<file path="config.mk">
export PLATFORM = sky130hd
export DESIGN_NAME = alu_sequencer
export DESIGN_NICKNAME = d
export VERILOG_FILES = /design/src/rtl/alu_pkg.sv /design/src/rtl/alu_seq_timer.sv /design/src/rtl/alu_sequencer.sv
export SDC_FILE = /design/constraint.sdc
export NUM_CORES = 1
export LEC_CHECK = 0
export ABC_AREA = 1
export BUFFER_PORTS_ARGS = -buffer_cell sky130_fd_sc_hd__buf_2
export CORE_MARGIN = 5
export CORE_UTILIZATION = 55
export DETAILED_ROUTE_END_ITERATION = 16
export GPL_TIMING_DRIVEN = 0
export PLACE_DENSITY = 0.9
export SLEW_MARGIN = 30
export SYNTH_ARGS = -nofsm -noshare
export SYNTH_HDL_FRONTEND = slang
export SYNTH_HIERARCHICAL = 1
export SYNTH_SLANG_ARGS = --single-unit
</file>
<file path="constraint.sdc">
create_clock -name clk -period 5.42 [get_ports clk]
set_input_delay 0.271 -clock clk [delete_from_list [all_inputs] [get_ports clk]]
set_output_delay 0.271 -clock clk [all_outputs]
set_load 0.03 [all_outputs]
</file>
<file path="src/rtl/alu_pkg.sv">
// Shared definitions for the TotalALU front-end sequencer.
// Holds the ALU function codes, the sequencer state encoding and
// helpers that classify a request funct as single-cycle or multiply/divide.
package alu_pkg;

    localparam int unsigned FUNCT_W = 6;

    localparam logic [FUNCT_W-1:0] FUNCT_NOP   = 6'd0;
    localparam logic [FUNCT_W-1:0] FUNCT_SRL   = 6'd2;
    localparam logic [FUNCT_W-1:0] FUNCT_MFHI  = 6'd16;
    localparam logic [FUNCT_W-1:0] FUNCT_MFLO  = 6'd18;
    localparam logic [FUNCT_W-1:0] FUNCT_MULTU = 6'd25;
    localparam logic [FUNCT_W-1:0] FUNCT_DIVU  = 6'd27;
    localparam logic [FUNCT_W-1:0] FUNCT_ADD   = 6'd32;
    localparam logic [FUNCT_W-1:0] FUNCT_SUB   = 6'd34;
    localparam logic [FUNCT_W-1:0] FUNCT_AND   = 6'd36;
    localparam logic [FUNCT_W-1:0] FUNCT_OR    = 6'd37;
    localparam logic [FUNCT_W-1:0] FUNCT_SLT   = 6'd42;

    typedef enum logic [2:0] {
        ST_IDLE,
        ST_EXEC,
        ST_MD_RUN,
        ST_GAP,
        ST_RD_HI,
        ST_RESP_HI,
        ST_RD_LO,
        ST_RESP
    } seq_state_t;

    // Ops the ALU completes combinationally in one cycle.
    function automatic logic is_single(input logic [FUNCT_W-1:0] funct);
        return (funct == FUNCT_AND) || (funct == FUNCT_OR)  ||
               (funct == FUNCT_ADD) || (funct == FUNCT_SUB) ||
               (funct == FUNCT_SLT) || (funct == FUNCT_SRL);
    endfunction

    // Ops that run for several cycles and leave their result in HI/LO.
    function automatic logic is_md(input logic [FUNCT_W-1:0] funct);
        return (funct == FUNCT_MULTU) || (funct == FUNCT_DIVU);
    endfunction

endpackage

</file>
<file path="src/rtl/alu_seq_timer.sv">
// Loadable down-counter used to time the MD_RUN and GAP phases.
// Ports: clk, reset (async active-low), load/load_val (load has priority),
//        en (decrement, saturates at 0), done_c (count is zero).
module alu_seq_timer #(
    parameter int unsigned CW = 6
) (
    input  logic          clk,
    input  logic          reset,
    input  logic          load,
    input  logic [CW-1:0] load_val,
    input  logic          en,
    output logic          done_c
);

    logic [CW-1:0] count;

    // Counter register.
    always_ff @(posedge clk or negedge reset) begin
        if (!reset) begin
            count <= '0;
        end else if (load) begin
            count <= load_val;
        end else if (en && (count != '0)) begin
            count <= count - CW'(1);
        end
    end

    assign done_c = (count == '0);

endmodule

</file>
<file path="src/rtl/alu_sequencer.sv">
// Front-end controller for the TotalALU datapath.
// Accepts one op over req_valid/req_ready, drives alu_signal/alu_data_a/b,
// times MULTU/DIVU, issues MFHI/MFLO itself, and returns one beat (single
// cycle ops, illegal funct) or two beats HI then LO over resp_valid/resp_ready.
// Ports: clk, reset (async active-low), req_* request channel, resp_* response
//        channel, alu_signal/alu_data_a/alu_data_b to the ALU, alu_out from it.
module alu_sequencer
    import alu_pkg::*;
#(
    parameter int unsigned MD_CYCLES = 32,
    parameter int unsigned MD_GAP    = 2,
    parameter int unsigned W         = 32
) (
    input  logic               clk,
    input  logic               reset,
    input  logic               req_valid,
    output logic               req_ready,
    input  logic [FUNCT_W-1:0] req_funct,
    input  logic [W-1:0]       req_a,
    input  logic [W-1:0]       req_b,
    output logic               resp_valid,
    input  logic               resp_ready,
    output logic [W-1:0]       resp_data,
    output logic               resp_last,
    output logic               resp_err,
    output logic [FUNCT_W-1:0] alu_signal,
    output logic [W-1:0]       alu_data_a,
    output logic [W-1:0]       alu_data_b,
    input  logic [W-1:0]       alu_out
);

    localparam int unsigned CNT_MAX = (MD_CYCLES > MD_GAP) ? MD_CYCLES : MD_GAP;
    localparam int unsigned CNT_W   = $clog2(CNT_MAX + 1);

    seq_state_t         state;
    logic [FUNCT_W-1:0] funct_q;
    // alu_signal is registered, so a capture state spends one cycle letting
    // the ALU see its code and captures alu_out on the following edge.
    logic               armed;

    logic               accept_c;
    logic               tmr_load_c;
    logic [CNT_W-1:0]   tmr_val_c;
    logic               tmr_en_c;
    logic               tmr_done_c;

    assign accept_c = req_valid && req_ready;

    // Timer control: load on MD acceptance and again when MD_RUN expires.
    always_comb begin
        tmr_load_c = 1'b0;
        tmr_val_c  = CNT_W'(MD_CYCLES - 1);
        tmr_en_c   = (state == ST_MD_RUN) || (state == ST_GAP);
        if (state == ST_IDLE) begin
            tmr_load_c = accept_c && is_md(req_funct);
        end else if ((state == ST_MD_RUN) && tmr_done_c) begin
            tmr_load_c = 1'b1;
            tmr_val_c  = CNT_W'(MD_GAP - 1);
        end
    end

    alu_seq_timer #(.CW(CNT_W)) u_timer (
        .clk      (clk),
        .reset    (reset),
        .load     (tmr_load_c),
        .load_val (tmr_val_c),
        .en       (tmr_en_c),
        .done_c   (tmr_done_c)
    );

    // Sequencer FSM with registered outputs.
    always_ff @(posedge clk or negedge reset) begin
        if (!reset) begin
            state      <= ST_IDLE;
            funct_q    <= FUNCT_NOP;
            armed      <= 1'b0;
            req_ready  <= 1'b0;
            resp_valid <= 1'b0;
            resp_data  <= '0;
            resp_last  <= 1'b0;
            resp_err   <= 1'b0;
            alu_signal <= FUNCT_NOP;
            alu_data_a <= '0;
            alu_data_b <= '0;
        end else begin
            case (state)
                ST_IDLE: begin
                    alu_signal <= FUNCT_NOP;
                    armed      <= 1'b0;
                    req_ready  <= 1'b1;
                    if (accept_c) begin
                        req_ready <= 1'b0;
                        funct_q   <= req_funct;
                        if (is_single(req_funct) || is_md(req_funct)) begin
                            alu_data_a <= req_a;
                            alu_data_b <= req_b;
                            state      <= is_md(req_funct) ? ST_MD_RUN : ST_EXEC;
                        end else begin
                            // Illegal funct: answer at once, ALU left idle.
                            resp_valid <= 1'b1;
                            resp_data  <= '0;
                            resp_last  <= 1'b1;
                            resp_err   <= 1'b1;
                            state      <= ST_RESP;
                        end
                    end
                end
                ST_EXEC: begin
                    alu_signal <= funct_q;
                    armed      <= ~armed;
                    if (armed) begin
                        resp_valid <= 1'b1;
                        resp_data  <= alu_out;
                        resp_last  <= 1'b1;
                        resp_err   <= 1'b0;
                        state      <= ST_RESP;
                    end
                end
                ST_MD_RUN: begin
                    alu_signal <= funct_q;
                    if (tmr_done_c) begin
                        state <= ST_GAP;
                    end
                end
                ST_GAP: begin
                    alu_signal <= funct_q;
                    if (tmr_done_c) begin
                        state <= ST_RD_HI;
                    end
                end
                ST_RD_HI: begin
                    alu_signal <= FUNCT_MFHI;
                    armed      <= ~armed;
                    if (armed) begin
                        resp_valid <= 1'b1;
                        resp_data  <= alu_out;
                        resp_last  <= 1'b0;
                        resp_err   <= 1'b0;
                        state      <= ST_RESP_HI;
                    end
                end
                ST_RESP_HI: begin
                    if (resp_ready) begin
                        resp_valid <= 1'b0;
                        state      <= ST_RD_LO;
                    end
                end
                ST_RD_LO: begin
                    alu_signal <= FUNCT_MFLO;
                    armed      <= ~armed;
                    if (armed) begin
                        resp_valid <= 1'b1;
                        resp_data  <= alu_out;
                        resp_last  <= 1'b1;
                        resp_err   <= 1'b0;
                        state      <= ST_RESP;
                    end
                end
                ST_RESP: begin
                    // alu_signal holds so HI/LO are left undisturbed while stalled.
                    if (resp_ready) begin
                        resp_valid <= 1'b0;
                        resp_data  <= '0;
                        resp_last  <= 1'b0;
                        resp_err   <= 1'b0;
                        alu_data_a <= '0;
                        alu_data_b <= '0;
                        req_ready  <= 1'b1;
                        state      <= ST_IDLE;
                    end
                end
                default: begin
                    state <= ST_IDLE;
                end
            endcase
        end
    end

endmodule

</file>
==> summary.md, run 1 <==
| Metric | Value |
|---|---|
| Min-Delay Startpoint | `req_funct[4]` |
| Crit Path Category | `register to register` |
| CP Launch Type | `register` |
| Post-synthesis cell count | `815` |
| RSZ-0062 raised after global routing | `false` |
| Area grow syn2layout | `31.16%` |
| Number of global-route vias before repair | `roughly 5800` |
| CP required | `about 5.7 ns` |
| Relative slew slack | `roughly half` |
| Post-synth EDFFs | `0` |
| Worst-case clock buffer depth | `2` |
| WL/cell | `14.38 um` |
| Internal Pwr Total | `0.003066 W` |
| Top Ports | `212` |
| Largest net degree at the start of global routing | `76` |
| Slowest CP cell | `o21ai_0` |
| GRT Overall Usage | `between 20 and 30%` |
| Setup Viol. Count Final | `0` |
| Reg-to-Reg Start | `state[0]$_DFFE_PN0P_` |
| Synth async-reset ratio | `100.0%` |
| DR iter-0 viols | `roughly 580` |
| Mapped Area | `0.006207 sq mm` |
| Clk pin slew, worst setup/hold paths | `around 0.060 ns` |
| DP Wirelength | `roughly 13 mm` |
| R2R setup slack | `between 2 and 2.5 ns` |
| Fmax | `about 340 MHz` |
| Crit path max fanout | `10` |
| Yosys top cell by area | `dfrtp_1` |
| Row cnt | `38` |
| Area share of xor/xnor cells in the synthesized design | `0%` |
| Final Power | `0.005868 W` |
| Final hold vios | `0` |
| Root buffer cell | `clkbuf_16` |
| Fillers | `849` |
| RePlAce Congestion | `0.8637` |
| Total negative slack | `0 ns` |
| Final ANT Viol Nets | `0` |
| Port Buf Inserts | `211` |
| Sw frac | `47.74%` |
| DRC viols | `0` |
| Static Leak | `a little under 5 nW` |
| Hold Path Depth | `3` |
| CORE AREA | `between 0.01 and 0.015 sq mm` |
| Crit share post-route | `53.96%` |
| Post-synthesis adder-cell area fraction | `under 10%` |
| Sequential cell area fraction in the yosys report | `around half` |
| Global-route wire length before repair | `around 27 mm` |
| Routed WL | `about 17 mm` |
| Hold Path Class | `input pin to register` |
| TritonCTS clock tree | `built` |
| # resized after CTS | `0` |
| Cell with the most instances after synthesis | `nand2_1` |
| WHS Endpoint | `funct_q[4]$_DFFE_PN0P_` |
| Clock Latency Late Sink | `0.40 ns` |
| Ys flop type | `dfrtp_1` |
| Setup bufs post-CTS | `0` |
| Die area | `~0.014 sq mm` |
| Switching Power | `between 0.002 and 0.003 W` |
| Clock Sinks | `122` |
| Synth cell types | `28` |
| Clock Skew | `about 0.011 ns` |
| CP Capture Type | `register` |
| Chip width | `116.2 um` |
| Tmin final | `about 3 ns` |
| Crit Reg-Reg Endpoint | `u_timer/count[4]$_DFFE_PN0P_` |
| Comb power frac | `between 50% and 60%` |
| Antenna violations before repair | `3` |
| Syn nets | `between 900 and 1000` |
| Clock power share | `21.2%` |
| Seq pwr share | `a little over a quarter` |
| Max cap viols | `0` |
| Synthesized area per cell | `around 7.6 sq um` |
| Combinational family with the most area after synthesis | `simple AND/OR/NAND/NOR gates` |
| Initial Utilization | `~57%` |
| Reg2Reg Depth | `13` |
| CP max stage delay | `between 0.6 and 0.7 ns` |
| Gr ovfl total | `0` |
| Synth top cells by count | `298 x nand2_1, 122 x dfrtp_1, 94 x inv_1, 80 x nor2_1, 68 x nand4_1` |
| Worst EP arrival | `3.22 ns` |
| Via count | `6140` |
| Die H | `116.2 um` |
| H-tree depth | `4` |
| Synth Register Bits | `roughly 120` |
| Nets@finish | `1159` |
| Simple-Gate Fraction of Synth Area | `a little under two fifths` |
| Layout cells sized above 1 | `~28%` |
| Yosys warning total | `6` |
| Synth area leaders | `dfrtp_1 49%, nand2_1 18%, nand4_1 6.9%` |
| Status | `finished, final reports clean` |
| Yosys top cell area share | `approximately half` |
| CP cell instances | `inv_1 > ha_1 > inv_1 > nor2_2 > inv_2 > nor2_2 > inv_1 > o21ai_0 > inv_2 > nand2_4 > inv_2 > nand2_1 > o21ai_2` |
| Compound-Gate Fraction of Synth Area | `between 2 and 2.5%` |
| Vias per inst | `just over 5` |
| Pwr dens | `between 700 and 800 mW/mm^2` |
| Fin. max-slew vios | `0` |
| Mux contribution to synthesized area | `0%` |
| Hold slack | `~0.11 ns` |
| TritonCTS Buffers | `17` |
| IR drop worst, VDD | `~0.36 mV` |
| Least-Margin Pin Slew | `about 0.73 ns` |
| Pre-antenna DRT Iters | `6` |
layer usage:
layer  track usage (%)  vias up  wire length (um)
met5                 0        -                43
met4             8.275        6               351
met3             5.233       37              1135
met2             42.83      216              8677
met1             33.29     2866              7061
li1                  -     3015                 -
power groups by stage:
| stage | clock [W] | combinational, W | sequential (W) |
|---|---|---|---|
| 2_1_floorplan | 0 | 0.00157 | 0.00216 |
| 3_3_place_gp | 0 | 0.00298 | 0.00152 |
| 3_5_place_dp | 0 | 0.00308 | 0.00154 |
| 4_1_cts | 0.00125 | 0.00309 | 0.00153 |
| 5_1_grt | 0.00130 | 0.00342 | 0.00158 |
| 6_report | 0.00124 | 0.00309 | 0.00153 |
what timing repair did:
| action | in CTS | in global routing |
|---|---|---|
| setup endpoints to repair | 0 | 0 |
| hold buffers | 1 | 0 |
| endpoints found under the hold margin | 47 | 0 |
state kept, by name (all words and copies together), names as in the netlist:
| name | count |
|---|---|
| resp_err | 1 |
| state | 3 |
| alu_signal | 6 |
| u_timer/count | 6 |
| resp_valid | 1 |
| resp_data | 32 |
| alu_data_a | 32 |
| alu_data_b | 32 |
| resp_last | 1 |
| armed | 1 |
| funct_q | 6 |
| req_ready | 1 |
cells by family (layout without fill, tap and decap cells):
logic type	count (synthesis)	in the layout
and+or+nand+nor	513	513
DFF	122	122
buffers and inverters	145	390
adders and majority gates	6	6
AOI/OAI and AO/OA	27	27
other	2	3
per-stage QoR:
stage / instances / area, sq um / setup WS (ns) / utilization [%]
after floorplan: 815 / 6207 / 3.035 / -
final: 1201 / 8142 / 2.495 / 74.45
after global routing: 1200 / 8139 / 2.249 / 74.43
after global placement: 1166 / 7438 / 2.555 / 68.02
after CTS: 1200 / 8139 / 2.546 / 74.43
after detailed placement: 1167 / 7476 / 2.589 / 68.36
final cells by class:
class / instances / area (sq um) / share of cell area [%]
clock inverter: 11 / 192.7 / 2.367
tap: 140 / 175.2 / 2.152
buffer: 47 / 224.0 / 2.751
timing repair buffer: 213 / 1104 / 13.55
clock buffer: 21 / 460.4 / 5.655
sequential: 122 / 3053 / 37.50
antenna: 1 / 2.502 / 0.03074
multi-input combinational: 548 / 2562 / 31.47
inverter: 98 / 367.9 / 4.518
worst max path at each step:
stage               slack, ns                           end            startpoint  cells after the start
detailed placement       2.59  u_timer/count[4]$_DFFE_PN0P_  state[1]$_DFFE_PN0P_                     13
global route             2.25  u_timer/count[4]$_DFFE_PN0P_  state[0]$_DFFE_PN0P_                     13
floorplan                3.03  u_timer/count[4]$_DFFE_PN0P_  state[0]$_DFFE_PN0P_                     13
finish                   2.50  u_timer/count[4]$_DFFE_PN0P_  state[0]$_DFFE_PN0P_                     13
global placement         2.56     alu_data_a[3]$_DFFE_PN0P_                 reset                      1
CTS                      2.55  u_timer/count[4]$_DFFE_PN0P_  state[0]$_DFFE_PN0P_                     13
critical path, delay by kind of cell, from the launching register on:
family,cells,cell delay [ns]
buffers and inverters,6,0.74
adder cells (fa/ha/maj),1,0.23
flip-flops,1,0.45
AO/OA/AOI/OAI,2,0.67
AND/OR/NAND/NOR,4,0.73
placed cells by master, fill, tap and decap left out, drive strengths merged, types with 2 or more instances in the layout:
cell	n
a21oi	5
buf	249
bufinv	5
clkbuf	31
clkinv	4
clkinvlp	2
conb	2
dfrtp	122
ha	6
inv	98
nand2	308
nand3	18
nand3b	32
nand4	68
nor2	85
o21ai	20
No activity file was read; power rests on OpenSTA's default activity.
==> run 2, diff against run 1 <==
--- a/config.mk
+++ b/config.mk
@@ -8,10 +8,10 @@
 export ABC_AREA = 1
 export BUFFER_PORTS_ARGS = -buffer_cell sky130_fd_sc_hd__buf_2
 export CORE_MARGIN = 5
-export CORE_UTILIZATION = 55
+export CORE_UTILIZATION = 51
 export DETAILED_ROUTE_END_ITERATION = 16
 export GPL_TIMING_DRIVEN = 0
-export PLACE_DENSITY = 0.9
+export PLACE_DENSITY = 0.85
 export SLEW_MARGIN = 30
 export SYNTH_ARGS = -nofsm -noshare
 export SYNTH_HDL_FRONTEND = slang
==> constraint.sdc (replaced) <==
create_clock -name clk -period 3 [get_ports clk]
set_input_delay 0.15 -clock clk [delete_from_list [all_inputs] [get_ports clk]]
set_output_delay 0.15 -clock clk [all_outputs]
set_load 0.03 [all_outputs]
==> summary.md, run 2 (synthesis gave the netlist of run 1 again) <==
| Metric | Value |
|---|---|
| Sw frac | `49.05% (was 47.74%)` |
| Crit Path Category | `register to register (unchanged)` |
| Initial Utilization | `51.89% (was 56.76%)` |
| Nets@finish | `1163 (was 1159)` |
| Fmax | `387.8 MHz (was 341.9 MHz)` |
| Largest registers | `alu_data_a x32, alu_data_b x32, resp_data x32 (unchanged)` |
| Chip width | `120.3 um (was 116.2 um)` |
| CP Launch Type | `register (unchanged)` |
| Area grow syn2layout | `29.91% (was 31.16%)` |
| Final worst setup slack | `0.4212 ns (was 2.495 ns)` |
| Die area | `0.01448 sq mm (was 0.01351 sq mm)` |
| Internal Pwr Total | `0.005176 W (was 0.003066 W)` |
| R2R setup slack | `0.42 ns (was 2.50 ns)` |
| Top Ports | `212 (unchanged)` |
| Static Leak | `4.794 nW (was 4.831 nW)` |
| TritonCTS Buffers | `17 (unchanged)` |
| Worst EP arrival | `2.92 ns (was 3.22 ns)` |
| Fin. max-slew vios | `0 (unchanged)` |
| Crit path launch | `state[0]$_DFFE_PN0P_ (unchanged)` |
| Crit share post-route | `85.96% (was 53.96%)` |
| Clock Latency Late Sink | `0.42 ns (was 0.40 ns)` |
| Pre-antenna DRT Iters | `6 (unchanged)` |
| Layout cells sized above 1 | `27.78% (was 28.40%)` |
| Crit Reg-Reg Endpoint | `u_timer/count[4]$_DFFE_PN0P_ (unchanged)` |
| Global-route wire length before repair | `28.01 mm (was 27.43 mm)` |
| Clock power share | `18.0% (was 21.2%)` |
| H-tree depth | `4 (unchanged)` |
| Die H | `120.3 um (was 116.2 um)` |
| Final ANT Viol Nets | `0 (unchanged)` |
| Fillers | `1015 (was 849)` |
| Multi-input gate area | `0.002562 sq mm (unchanged)` |
| Largest net degree at the start of global routing | `75 (was 76)` |
| Worst slack, placed | `0.2171 ns (was 2.589 ns)` |
| Via count | `6136 (was 6140)` |
| IR drop worst, VDD | `0.5506 mV (was 0.3564 mV)` |
| Final hold vios | `0 (unchanged)` |
| Reg-to-Reg Start | `state[0]$_DFFE_PN0P_ (unchanged)` |
| Clock Sinks | `122 (unchanged)` |
| GRT Overall Usage | `24.01% (was 25.53%)` |
| Port Buf Inserts | `211 (unchanged)` |
| Root buffer cell | `clkbuf_16 (unchanged)` |
| TritonCTS clock tree | `built (unchanged)` |
| Clock Skew | `0.01008 ns (was 0.01093 ns)` |
| Reg area | `0.003053 sq mm (unchanged)` |
| Most common cell after layout, fill and taps aside | `nand2_1 (unchanged)` |
| Max cap viols | `0 (unchanged)` |
| Total negative slack | `0 ns (unchanged)` |
| Status | `finished, final reports clean (unchanged)` |
| Relative slew slack | `58.29% (was 50.59%)` |
| Number of global-route vias before repair | `5768 (was 5750)` |
| Setup bufs post-CTS | `0 (unchanged)` |
| Most frequent cells in the layout | `298 x nand2_1, 242 x buf_2, 122 x dfrtp_1 (unchanged)` |
| Comb power frac | `54.6% (was 52.7%)` |
| Reg2Reg Depth | `12 (was 13)` |
| Switching Power | `0.004982 W (was 0.002801 W)` |
| Critical path capture point | `u_timer/count[4]$_DFFE_PN0P_ (unchanged)` |
| CP Capture Type | `register (unchanged)` |
| DP Wirelength | `12.30 mm (was 12.67 mm)` |
| RePlAce Congestion | `0.8594 (was 0.8637)` |
| DRC viols | `0 (unchanged)` |
| Setup Viol. Count Final | `0 (unchanged)` |
| Vias per inst | `5.071 (was 5.112)` |
| Worst-case clock buffer depth | `2 (unchanged)` |
| RSZ-0062 raised after global routing | `false (unchanged)` |
| DR iter-0 viols | `591 (was 583)` |
| Routed WL | `17.34 mm (was 17.27 mm)` |
| Row cnt | `40 (was 38)` |
| WL/cell | `14.33 um (was 14.38 um)` |
| Gr ovfl total | `0 (unchanged)` |
| Least-Margin Pin Slew | `0.6190 ns (was 0.7334 ns)` |
| CORE AREA | `0.01196 sq mm (was 0.01094 sq mm)` |
| Hold Path Class | `input pin to register (unchanged)` |
| Tmin final | `2.579 ns (was 2.925 ns)` |
| Pwr dens | `1260 mW/mm^2 (was 720.7 mW/mm^2)` |
| Clk pin slew, worst setup/hold paths | `0.05 ns (was 0.06 ns)` |
| CP required | `3.34 ns (was 5.71 ns)` |
| Antenna violations before repair | `2 (was 3)` |
| Crit path max fanout | `10 (unchanged)` |
| Seq pwr share | `27.3% (was 26.1%)` |
| Hold slack | `0.01182 ns (was 0.1112 ns)` |
-- run 2: worst min path at each step --
stage / from / to / slack (ns) / depth (start not counted)
global route: req_funct[2] / funct_q[2]$_DFFE_PN0P_ / 0.05 / 3
floorplan: reset / alu_data_a[0]$_DFFE_PN0P_ / -0.15 / 0
global placement: req_funct[0] / funct_q[0]$_DFFE_PN0P_ / 0.39 / 3
CTS: req_funct[2] / funct_q[2]$_DFFE_PN0P_ / 0.004 / 3
finish: req_funct[2] / funct_q[2]$_DFFE_PN0P_ / 0.01 / 3
detailed placement: reset / alu_data_a[2]$_DFFE_PN0P_ / 0.07 / 1
-- run 2: worst max-delay path, stage by stage (launching register included) --
cell and delay (ns):
dfrtp_1 0.43, inv_1 0.11, ha_1 0.24, inv_1 0.09
nor2_2 0.18, inv_2 0.09, nor2_2 0.26, inv_1 0.16
o21ai_1 0.40, inv_2 0.17, nand2_4 0.16, nand2_1 0.09
o21ai_2 0.12
-- run 2: metrics by stage --
stage                     area [sq um]  util (%)  power, W  std cells
final                             8064     67.42   0.01016       1210
after CTS                         8061     67.40   0.01019       1209
after floorplan                   6207         -  0.006740        815
after global routing              8061     67.40   0.01092       1209
after global placement            7447     62.26  0.008153       1173
after detailed placement          7485     62.57  0.008318       1174
-- run 2: cell type report --
cell class | instances | area share, %
antenna | 1 | 0.03103
buffer | 47 | 2.777
clock buffer | 28 | 6.408
clock inverter | 2 | 0.1241
inverter | 98 | 4.562
multi-input combinational | 548 | 31.78
sequential | 122 | 37.86
tap | 147 | 2.281
timing repair buffer | 217 | 14.18
-- run 2: timing repair --
| item | CTS | global route |
|---|---|---|
| setup endpoints to repair | 0 | 6 |
| resized for setup | 0 | 1 |
| hold buffers | 5 | 0 |
| hold endpoints to repair | 52 | 0 |
-- run 2: per-layer routing --
layer  vias up  wire length (um)  GRT usage, %
met1      2852              7158         30.76
met2       222              8581         39.69
met4         4               435         9.490
li1       3018                 -             -
met5         -                19             0
met3        40              1147         5.426
-- run 2: power groups by stage --
| stage | logic, W | clock network, W | registers (W) |
|---|---|---|---|
| floorplan | 0.00285 | 0 | 0.00389 |
| global placement | 0.00539 | 0 | 0.00276 |
| detailed placement | 0.00554 | 0 | 0.00277 |
| CTS | 0.00557 | 0.00186 | 0.00277 |
| global route | 0.00613 | 0.00193 | 0.00285 |
| finish | 0.00555 | 0.00183 | 0.00278 |
